`config.mk`:
```
export PLATFORM = sky130hd
export DESIGN_NAME = decoder_scan_sequencer
export DESIGN_NICKNAME = d
export VERILOG_FILES = /design/src/rtl/decoder_scan_sequencer.sv
export SDC_FILE = /design/constraint.sdc
export NUM_CORES = 1
export LEC_CHECK = 0
export BUFFER_PORTS_ARGS = -buffer_cell sky130_fd_sc_hd__clkbuf_2
export CAP_MARGIN = 20
export CORE_UTILIZATION = 55
export CTS_CLUSTER_DIAMETER = 200
export DETAILED_ROUTE_END_ITERATION = 8
export GPL_TIMING_DRIVEN = 0
export PLACE_DENSITY = 0.79
export SYNTH_ARGS = -nofsm -noshare
export SYNTH_HDL_FRONTEND = slang
export SYNTH_SLANG_ARGS = --single-unit
export TNS_END_PERCENT = 1
```
`constraint.sdc`:
```
create_clock -name clk -period 2.5 [get_ports clk]
set_clock_uncertainty 0.05 [all_clocks]
set_input_delay 0 -clock clk [delete_from_list [all_inputs] [get_ports clk]]
set_output_delay 0 -clock clk [all_outputs]
set_load 0.005 [all_outputs]
```
`src/rtl/decoder_scan_sequencer.sv`:
```
// decoder_scan_sequencer: steps a decoder select code upward through the unmasked
// codes, holding each for dwell+1 cycles, once (single-shot) or repeatedly.
module decoder_scan_sequencer #(
    parameter int SEL_W   = 3,
    parameter int DWELL_W = 8
) (
    input  logic                  clk,
    input  logic                  rst,
    input  logic                  start,
    input  logic                  stop,
    input  logic                  continuous,
    input  logic [DWELL_W-1:0]    dwell,
    input  logic [2**SEL_W-1:0]   skip_mask,
    output logic [SEL_W-1:0]      i,
    output logic                  i_valid,
    output logic                  busy,
    output logic                  done,
    output logic                  wrap
);
    localparam int N = 2**SEL_W;
    localparam logic [0:0] IDLE = 1'b0;
    localparam logic [0:0] RUN  = 1'b1;

    logic [0:0]         state_q, state_d;
    logic [SEL_W-1:0]   i_q, i_d;
    logic [DWELL_W-1:0] cnt_q, cnt_d, dwell_q, dwell_d;
    logic [N-1:0]       mask_q, mask_d;
    logic               cont_q, cont_d, done_q, done_d, wrap_q, wrap_d;
    logic [SEL_W:0]     lo_hit, wrap_hit, nxt_hit;

    // {found, code}: lowest unmasked code at or above lo
    function automatic logic [SEL_W:0] first_free(input logic [N-1:0] m, input int lo);
        first_free = '0;
        for (int k = N - 1; k >= 0; k--)
            if (!m[k] && k >= lo) first_free = {1'b1, SEL_W'(k)};
    endfunction

    assign lo_hit   = first_free(skip_mask, 0);
    assign wrap_hit = first_free(mask_q, 0);
    assign nxt_hit  = first_free(mask_q, int'(i_q) + 1);

    always_comb begin
        state_d = state_q;
        i_d     = i_q;
        cnt_d   = cnt_q;
        dwell_d = dwell_q;
        mask_d  = mask_q;
        cont_d  = cont_q;
        done_d  = 1'b0;
        wrap_d  = 1'b0;
        if (state_q == IDLE) begin
            if (start && !stop) begin
                if (lo_hit[SEL_W]) begin
                    state_d = RUN;
                    i_d     = lo_hit[SEL_W-1:0];
                    cnt_d   = '0;
                    dwell_d = dwell;
                    mask_d  = skip_mask;
                    cont_d  = continuous;
                end else begin
                    done_d = 1'b1;
                end
            end
        end else if (stop) begin
            state_d = IDLE;
        end else if (cnt_q != dwell_q) begin
            cnt_d = cnt_q + 1'b1;
        end else begin
            cnt_d = '0;
            if (nxt_hit[SEL_W]) begin
                i_d = nxt_hit[SEL_W-1:0];
            end else if (cont_q) begin
                i_d    = wrap_hit[SEL_W-1:0];
                wrap_d = 1'b1;
            end else begin
                state_d = IDLE;
                done_d  = 1'b1;
            end
        end
    end

    always_ff @(posedge clk) begin
        if (rst) begin
            state_q <= IDLE;
            i_q     <= '0;
            cnt_q   <= '0;
            dwell_q <= '0;
            mask_q  <= '0;
            cont_q  <= 1'b0;
            done_q  <= 1'b0;
            wrap_q  <= 1'b0;
        end else begin
            state_q <= state_d;
            i_q     <= i_d;
            cnt_q   <= cnt_d;
            dwell_q <= dwell_d;
            mask_q  <= mask_d;
            cont_q  <= cont_d;
            done_q  <= done_d;
            wrap_q  <= wrap_d;
        end
    end

    assign i       = i_q;
    assign i_valid = state_q == RUN;
    assign busy    = state_q == RUN;
    assign done    = done_q;
    assign wrap    = wrap_q;
endmodule

```
==> key figures, run 1 <==
Global routing
  • First-pass GRT wire length: 6940 um
  • Gr usage total: 27.1%
  • Overflow after GRT: 0
  • Vias in the first global route: 1,505
  • Initial antenna violation count: 0
  • Largest net degree at the start of global routing: 11

STA
  • Slew Viols, Final: 0
  • Setup tns final: 0 ns
  • Slew of the pin with the lowest slew margin: 0.528 ns
  • WHS: -0.00841 ns
  • Max Fclk: 416 MHz
  • Fin crit share: 96.0%
  • RSZ-0062 raised after global routing: no
  • Final setup margin: 0.0989 ns
  • Final hold vios: 1
  • Final setup viols: 0
  • Slew HR: 64.8%
  • Minimum clock period: 2.40 ns

Critical path
  • Worst setup SP type: flop
  • FF-to-FF path depth: 7
  • Reg2reg end: i[0]
  • Worst reg-to-reg setup slack: 0.1 ns
  • CP required: 2.71 ns
  • WS Path Type: reg -> reg
  • CP startpoint: i[1]
  • Critical R2R Launch: i[1]
  • CP max FO: 7
  • Crit path DAT: 2.61 ns
  • Critical Path End: i[0]
  • Crit. End Element: flop

Yosys
  • EDFF count, synth: 0
  • Synth cell types: 49
  • Syn_area_per_cell: 8.67 sq um
  • Synth Instances: 208
  • Cell accounting for the most synthesized area: dfxtp_1
  • Simple-gate share of the synthesized area: 23.5%
  • Synth area leaders: dfxtp_1 (34%), mux2i_1 (8.9%), nor2_1 (6.5%), xor2_1 (6.3%), nand2_1 (3.1%)
  • Synth Net Count: 233
  • Synth warn: 0
  • Post-synthesis mux area share: 10.1%
  • Yosys reg bits: 31
  • Synth Area in Adders: 2.78%
  • Post-synth ARST share: 0%
  • Sequential share of the synthesized area: 34.4%
  • Dominant synthesized flop cell: dfxtp_1
  • Synth Area in XOR/XNOR: 7.77%
  • Cell Area, Synth: 1800 sq um
  • Top-area cell type share of the netlist area: 34.4%
  • Main combinational cell family by area after synthesis: simple AND/OR/NAND/NOR gates
  • Synth top cells by count: dfxtp_1 (31), nor2_1 (31), mux2i_1 (16), nand2_1 (15), xor2_1 (13)
  • Compound-Gate Fraction of Synth Area: 17.1%

Clock network
  • TritonCTS buffer count: 5
  • # H-tree levels: 2
  • Max Buffers Root-to-Sink: 2
  • Clk sinks: 31
  • TritonCTS clock tree: done
  • Clock Root Buffer: clkbuf_4
  • Clk slew on worst S/H paths: 0.09 ns
  • Skew-Pair Late Insertion Delay: 0.32 ns

Place
  • Cell Area, Placed: 1990 sq um
  • GPL Wtd Cong: 0.867
  • Setup WS pre-CTS: 0.00285 ns
  • Dpl hpwl: 2890 um
  • Number of port buffers: 26

Pwr
  • Pwr per Cell Area: 500 nW/um^2
  • IR drop worst, VDD: 0.448 mV
  • Leak pwr: 0.000998 uW

Floorplan
  • Die Ht: 59.3 um
  • Initial core utilization: 58.6%
  • IO Pins: 28
  • Die area: 3510 sq um
  • Std-Cell Rows: 20
  • Die width: 59.3 um
  • Core area: 3080 sq um

Finish
  • Number of fill cells in the layout: 233
  • Diodes inserted: 0
  • Area Growth Syn to Fin: 24.9%
  • Final Net Count: 282
  • Post-route design area: 2250 sq um
  • Share of layout cells above drive strength 1: 19.1%

Routing
  • Initial DRT Pass Iterations: 4
  • Drt wl/cell: 14.7 um
  • Via count: 1,667
  • Via-to-Cell Ratio: 5.54
  • Total routed wirelength: 4440 um
  • Initial DRC count: 76
  • Post-DRT Antenna Nets: 0
  • DRC viols: 0

Worst hold path
  • Hold crit path type: in -> reg

Outcome
  • Violated checks: hold timing
  • Status: finished, violations left

Run
  • Number of max-cap violations: 0
[power breakdown]
group	leakage [uW]	internal (uW)	switching [uW]	total (uW)
Combinational	0.000707	99.5	117	217
Clock	0.0000383	206	162	368
Sequential	0.000253	514	26.8	541
Total	0.000998	820	307	1130
[cell families (layout without fill, tap and decap cells)]
group / count (synthesis) / count (layout)
mux: 17 / 17
flops: 31 / 31
simple gates: 86 / 86
fa+ha+maj: 4 / 4
xor+xnor: 16 / 16
compound gates: 37 / 37
buf+inv: 17 / 66
[registers in the layout, indices dropped and copies added, names as in the netlist]
register  count
busy          1
cnt_q         8
cont_q        1
done          1
dwell_q       8
i             3
mask_q        8
wrap          1
[what timing repair did]
item,CTS,global route
hold endpoints to repair,16,0
pin swaps,1,0
setup buffers,0,0
endpoints found under the setup margin,1,5
hold buffers,16,0
gates resized for setup,1,5
[routing by layer]
layer,up-vias,global-route usage (%),wire (um)
met1,764,35.1,2030
met3,6,4.59,211
li1,837,-,-
met4,0,8.16,61
met5,-,0,0
met2,60,45.9,2140
[critical path: stages, from the launching register on]
cell,delay (ns)
dfxtp_1,0.43
ha_1,0.33
xor2_1,0.32
a311oi_4,0.18
a2111oi_4,0.53
a221oi_4,0.16
nor3_1,0.22
a41o_1,0.13
[per-stage QoR]
step | total power, uW | util, % | cells | hold WS, ns
finish | 1130 | 73.2 | 301 | -0.00841
global route | 1180 | 73.2 | 301 | 0.0206
CTS | 1110 | 72.3 | 301 | 0.00340
detailed placement | 735 | 64.6 | 278 | 0.188
global placement | 731 | 64.6 | 278 | 0.180
floorplan | 679 | - | 208 | 0.0939
[worst min-delay path by stage]
stage | from | endpoint | cells after the start
CTS | stop | busy | 4
global route | stop | busy | 4
global placement | dwell[1] | dwell_q[1] | 3
floorplan | continuous | cont_q | 2
detailed placement | dwell[4] | dwell_q[4] | 3
finish | stop | busy | 4
[final cells by class]
| type | count | area [sq um] | area share, % |
|---|---|---|---|
| multi-input combinational | 160 | 1140 | 50.4 |
| sequential | 31 | 622 | 27.6 |
| timing repair buffer | 42 | 290 | 12.9 |
| tap | 44 | 55.1 | 2.44 |
| buffer | 9 | 47.5 | 2.11 |
| clock buffer | 6 | 41.3 | 1.83 |
| clock inverter | 1 | 30.0 | 1.33 |
| inverter | 8 | 30.0 | 1.33 |
[placed cells by master (no fill, tap or decap), types with 5 or more instances in the layout]
cell type      netlist  layout
clkbuf_4             0       5
nand3_1              6       6
inv_1                8       8
mux2i_1             16      16
dlygate4sd3_1        0      16
clkbuf_1             5       6
dfxtp_1             31      30
xor2_1              13      13
a21oi_1              8       8
nand4_1              6       6
nand2_1             15      15
nor2_1              31      31
clkbuf_2             0      26
No activity file was read; power rests on OpenSTA's default activity.
==> run 2, diff against run 1 <==
Settings changed: ABC_AREA set to 1.
==> run 2 against run 1 <==
Compared with the run above: the run now ends clean; synthesized cell count grew 25%; via count grew 7.4%; die area is 1.3% lower; maximum frequency rose by 16%; wire length down 4.6%; cell count increased by 19%; clock power increased by 11%; combinational power decreased by 5%; flip-flop and latch count unchanged; critical endpoint is now done; largest cell class unchanged.
==> key figures, run 2 <==
STA
  • Final hold vios: 0
  • Slew Viols, Final: 0
  • Slew of the pin with the lowest slew margin: 0.370 ns
  • Minimum clock period: 2.07 ns
  • Setup tns final: 0 ns
  • Slew HR: 75.4%
  • Final setup margin: 0.426 ns
  • Final setup viols: 0
  • Fin crit share: 83.0%
  • Max Fclk: 482 MHz
  • RSZ-0062 raised after global routing: no

Yosys
  • Synth Net Count: 284
  • Synth Instances: 259
  • Synth area leaders: dfxtp_1 (35%), nand2_1 (10%), nor2_1 (8.2%), o21ai_0 (6.8%), a21oi_1 (5.9%)
  • Sequential share of the synthesized area: 34.9%
  • Top-area cell type share of the netlist area: 34.9%
  • Post-synth ARST share: 0%
  • Dominant synthesized flop cell: dfxtp_1
  • Yosys reg bits: 31
  • Synth top cells by count: nand2_1 (49), nor2_1 (39), dfxtp_1 (31), inv_1 (28), o21ai_0 (24)
  • Synth cell types: 34
  • EDFF count, synth: 0
  • Cell accounting for the most synthesized area: dfxtp_1
  • Syn_area_per_cell: 6.87 sq um
  • Cell Area, Synth: 1780 sq um
  • Top-count cell post-synth: nand2_1
  • Synth warn: 0

Place
  • Setup WS pre-CTS: 0.510 ns
  • Dpl hpwl: 2940 um
  • Number of port buffers: 26
  • Placed Cells: 329
  • GPL Wtd Cong: 0.863

Critical path
  • Crit path DAT: 2.31 ns
  • Crit-path cells: ha_1, inv_1, nand2_1, nand2_1, nand2_1, a21oi_1, nor2_1, nand2_1, nor3_1, nand2_1, a21oi_1
  • Worst reg-to-reg setup slack: 0.43 ns
  • Worst setup SP type: flop
  • CP max FO: 6
  • CP required: 2.73 ns
  • Crit. End Element: flop
  • Slowest cell on the critical path: dfxtp_1
  • Cell mode on critical path: nand2_1
  • WS Path Type: reg -> reg
  • Largest stage delay, worst path: 0.45 ns

Clock network
  • TritonCTS buffer count: 5
  • Clk slew on worst S/H paths: 0.11 ns
  • Skew-Pair Late Insertion Delay: 0.35 ns
  • Clk sinks: 31
  • Max Buffers Root-to-Sink: 2
  • TritonCTS clock tree: done
  • # H-tree levels: 2
  • Clock Root Buffer: clkbuf_4

Pwr
  • Clock power share: 35.2%
  • P_int: 818 uW
  • Sw Ratio: 29.2%
  • Sequential Power Share: 46.8%
  • Pwr per Cell Area: 512 nW/um^2
  • Net Switching: 337 uW
  • Logic pwr share: 17.9%
  • Leak pwr: 0.00102 uW
  • IR drop worst, VDD: 0.332 mV

Run
  • Number of max-cap violations: 0

Floorplan
  • Die area: 3470 sq um
  • Initial core utilization: 58.3%
  • Die width: 58.9 um
  • IO Pins: 28
  • Std-Cell Rows: 20
  • Core area: 3050 sq um
  • Die Ht: 58.9 um

Routing
  • Initial DRC count: 120
  • Detail Route met2 WL: 1920 um
  • Via count: 1,790
  • WL met3: 193 um
  • DRC viols: 0
  • Via-to-Cell Ratio: 5.00
  • Total routed wirelength: 4230 um
  • Drt wl/cell: 11.8 um
  • Highest metal used: met4
  • Initial DRT Pass Iterations: 4
  • Detailed-route wire length on metal 1: 2050 um
  • Post-DRT Antenna Nets: 0

Global routing
  • First-pass GRT wire length: 7070 um
  • Largest net degree at the start of global routing: 12
  • Overflow after GRT: 0
  • Initial antenna violation count: 0
  • Gr usage total: 27.9%
  • Vias in the first global route: 1,584

Finish
  • Share of layout cells above drive strength 1: 18.2%
  • Final Net Count: 338
  • Area Growth Syn to Fin: 26.8%
  • Commonest non-fill, non-tap cell in the layout: nand2_1
  • Most frequent cells in the layout: nand2_1 (49), nor2_1 (39), dfxtp_1 (31)
  • Top flop regs: cnt_q x8, dwell_q x8, mask_q x8
  • Area occupied by multi-input gates: 1000 sq um
  • Diodes inserted: 0
  • Util after Layout: 73.9%
  • Number of fill cells in the layout: 264
  • Fin cells: 358
  • Storage cell area: 621 sq um

Outcome
  • Status: finished, final reports clean

Worst hold path
  • Hold crit path type: in -> reg
## run 2: cell count changes after synthesis, sizes merged, moves of 12 or more
cell / before / now
o21ai: 5 / 24
a21oi: 8 / 22
nand2: 15 / 50
nor2: 32 / 44
inv: 8 / 33
mux2i: 17 / 0
## run 2: cell families (layout without fill, tap and decap cells)
| logic type | Yosys count | after routing | share of synthesized area, % |
|---|---|---|---|
| AOI/OAI and AO/OA | 52 | 52 | 15.5 |
| xor gates and xnor gates | 9 | 9 | 4.43 |
| adders and majority gates | 4 | 4 | 2.81 |
| buffers and inverters | 39 | 94 | 8.93 |
| DFF | 31 | 31 | 34.9 |
| and+or+nand+nor | 124 | 124 | 33.4 |
## run 2: layout make-up
type                            count  share of cell area, %
Tap cell                           44                   2.44
Clock buffer                        5                   1.66
Timing Repair Buffer               47                   15.1
Sequential cell                    31                   27.5
Buffer                              6                   1.55
Clock inverter                      3                   1.94
Multi-Input combinational cell    189                   44.3
Inverter                           33                   5.49
## run 2: final timing paths
kind	start	to	cells after the start
max	i[0]	done	11
min	dwell[1]	dwell_q[1]	4
max reg2reg	i[0]	done	11
min reg2reg	mask_q[6]	mask_q[6]	2
## run 2: routing by layer
metal / vias to the layer above / global-route usage [%]
li1: 951 / -
met1: 784 / 38.3
met2: 48 / 42.7
met3: 7 / 5.93
met4: 0 / 11.2
met5: - / 0
## run 2: timing repair
| action | in CTS | in global routing |
|---|---|---|
| endpoints found under the hold margin | 23 | 0 |
| resized for setup | 0 | 0 |
| buffers inserted | 0 | 0 |
| hold buffers | 21 | 0 |
## run 2: per-stage QoR
step                hold WS (ns)  area [sq um]  power (uW)
floorplan                 0.0849          1780         676
global placement           0.172          1960         727
detailed placement         0.175          1960         731
CTS                        0.347          2260        1150
global route               0.363          2260        1210
finish                     0.354          2260        1150
## run 2: power groups by stage
| stage | registers [uW] | logic, uW | clock network, uW |
|---|---|---|---|
| after global placement | 552 | 176 | 0 |
| after floorplan | 547 | 129 | 0 |
| final | 541 | 207 | 407 |
| after global routing | 545 | 233 | 434 |
| after CTS | 541 | 204 | 409 |
| after detailed placement | 552 | 179 | 0 |
## run 2: worst max-delay path: cells and delay by family, from the launching register on
family,cells,cell delay (ns)
AO/OA/AOI/OAI,2,0.21
adder cells (fa/ha/maj),1,0.27
buffers and inverters,1,0.05
flip-flops,1,0.45
AND/OR/NAND/NOR,7,0.97
==> run 3, diff against run 2 <==
Settings changed: ABC_AREA 1 to 0.
Clock period 2.5 ns to 2.2 ns, I/O delays scaled along.
==> run 3 against run 2 <==
Compared with the run above: the run now ends with setup timing left; count of clock-buffer cells in the layout is 3 higher; critical path depth is 2 lower; maximum frequency fell by 6.3%; combinational power grew 29%; cell count fell by 14%; flip-flop and latch count unchanged; wire length rose by 1.1%.
==> key figures, run 3 (synthesis results as in run 1) <==
Global routing
  • Overflow after GRT: 0
  • Initial antenna violation count: 0
  • Vias in the first global route: 1,550
  • First-pass GRT wire length: 7080 um
  • Largest net degree at the start of global routing: 11
  • Gr usage total: 27.0%

Floorplan
  • Initial core utilization: 58.6%
  • Die width: 59.3 um
  • IO Pins: 28
  • Std-Cell Rows: 20
  • Die Ht: 59.3 um
  • Die area: 3510 sq um
  • Core area: 3080 sq um

Critical path
  • Crit. End Element: flop
  • CP max FO: 7
  • CP required: 2.38 ns
  • FF-to-FF path depth: 9
  • WS Path Type: reg -> reg
  • Worst setup SP type: flop
  • Crit path DAT: 2.40 ns

Routing
  • Initial DRC count: 53
  • DRC viols: 0
  • Via count: 1,653
  • Total routed wirelength: 4280 um
  • Drt wl/cell: 13.9 um
  • Initial DRT Pass Iterations: 4
  • Post-DRT Antenna Nets: 0
  • Via-to-Cell Ratio: 5.37

Clock network
  • Clock Root Buffer: clkbuf_4
  • Skew-Pair Late Insertion Delay: 0.33 ns
  • TritonCTS clock tree: done
  • TritonCTS buffer count: 5
  • Max Buffers Root-to-Sink: 2
  • Clk slew on worst S/H paths: 0.10 ns
  • Clk sinks: 31
  • # H-tree levels: 2

STA
  • Slew Viols, Final: 0
  • Fin crit share: 101%
  • Minimum clock period: 2.21 ns
  • WHS: 0.0253 ns
  • Slew HR: 66.8%
  • Final setup margin: -0.0144 ns
  • RSZ-0062 raised after global routing: yes
  • Max Fclk: 452 MHz
  • Final hold vios: 0
  • Final setup viols: 3
  • Slew of the pin with the lowest slew margin: 0.498 ns

Worst hold path
  • Hold crit path type: in -> reg
  • Hold path depth: 5

Run
  • Number of max-cap violations: 0

Finish
  • Area Growth Syn to Fin: 31.4%
  • Diodes inserted: 0
  • Final Net Count: 288
  • Most frequent cells in the layout: nor2_1 (31), dfxtp_1 (29), clkbuf_2 (26)
  • Share of layout cells above drive strength 1: 23.1%
  • Top flop regs: cnt_q x8, dwell_q x8, mask_q x8
  • Post-route design area: 2370 sq um
  • Commonest non-fill, non-tap cell in the layout: nor2_1

Place
  • Dpl hpwl: 2800 um
  • GPL Wtd Cong: 0.842
  • Number of port buffers: 26
  • Cell Area, Placed: 2000 sq um
  • Setup WS pre-CTS: -0.186 ns

Outcome
  • Status: finished, violations left
  • Violated checks: setup timing

Pwr
  • Pwr per Cell Area: 534 nW/um^2
  • Leak pwr: 0.00103 uW
  • IR drop worst, VDD: 0.359 mV
-- run 3: changes by cell type in the layout (fill, tap and decap cells not counted), sizes merged, moves of 9 or more --
cell | previous run | this run
nand2 | 50 | 15
mux2i | 0 | 17
nand3 | 15 | 6
nor2 | 44 | 32
inv | 33 | 8
a21oi | 22 | 8
o21ai | 24 | 5
-- run 3: worst paths after layout --
path / end / slack (ns) / from
hold / removal: mask_q[5] / 0.03 / skip_mask[5]
setup / recovery: i[0] / -0.01 / i[1]
hold reg to reg: cnt_q[1] / 0.47 / cnt_q[1]
setup reg to reg: i[0] / -0.01 / i[1]
-- run 3: layer usage --
layer  share of wire, %  global-route usage [%]  wire (um)  up-vias
met5                  0                       0          0        -
met4                1.0                    8.16         44        0
met3                4.6                    6.99        195        5
met2                 45                    43.2       1940       47
met1                 49                    35.6       2100      756
li1                   -                       -          -      845
-- run 3: critical path, stage by stage (launching register included) --
cell and delay (ns):
dfxtp_4 0.41, inv_1 0.07, ha_1 0.17, and2b_4 0.30
a311oi_4 0.13, buf_4 0.18, a2111oi_4 0.29, mux2i_1 0.23
nand2_1 0.07, a41o_1 0.23
-- run 3: through the flow --
step	setup TNS, ns	total power, uW	utilization, %	cells
after global routing	-0.502	1320	77.0	308
after detailed placement	-0.856	837	65.0	278
after CTS	-0.00750	1250	75.8	308
after global placement	-0.759	833	65.0	278
after floorplan	0	774	-	208
final	-0.0231	1270	77.0	308
-- run 3: what timing repair did --
| action | 4_1_cts | 5_1_grt |
|---|---|---|
| hold buffers | 17 | 0 |
| pin swaps | 6 | 4 |
| resized for setup | 10 | 6 |
| setup buffers | 5 | 0 |
| hold endpoints to repair | 18 | 0 |
| gates cloned | 0 | 0 |
| setup endpoints to repair | 6 | 6 |
-- run 3: cell type report --
class,count,area (sq um)
tap,44,55.1
timing repair buffer,48,338
multi-input combinational,160,1200
fill,207,708
buffer,9,47.5
sequential,31,628
inverter,8,30.0
clock buffer,8,68.8
-- run 3: report_power, final --
part	switching [uW]	internal [uW]	total [uW]	leakage, uW
combinational	139	127	266	0.000740
sequential	32.1	584	616	0.000254
clock	197	188	385	0.0000386
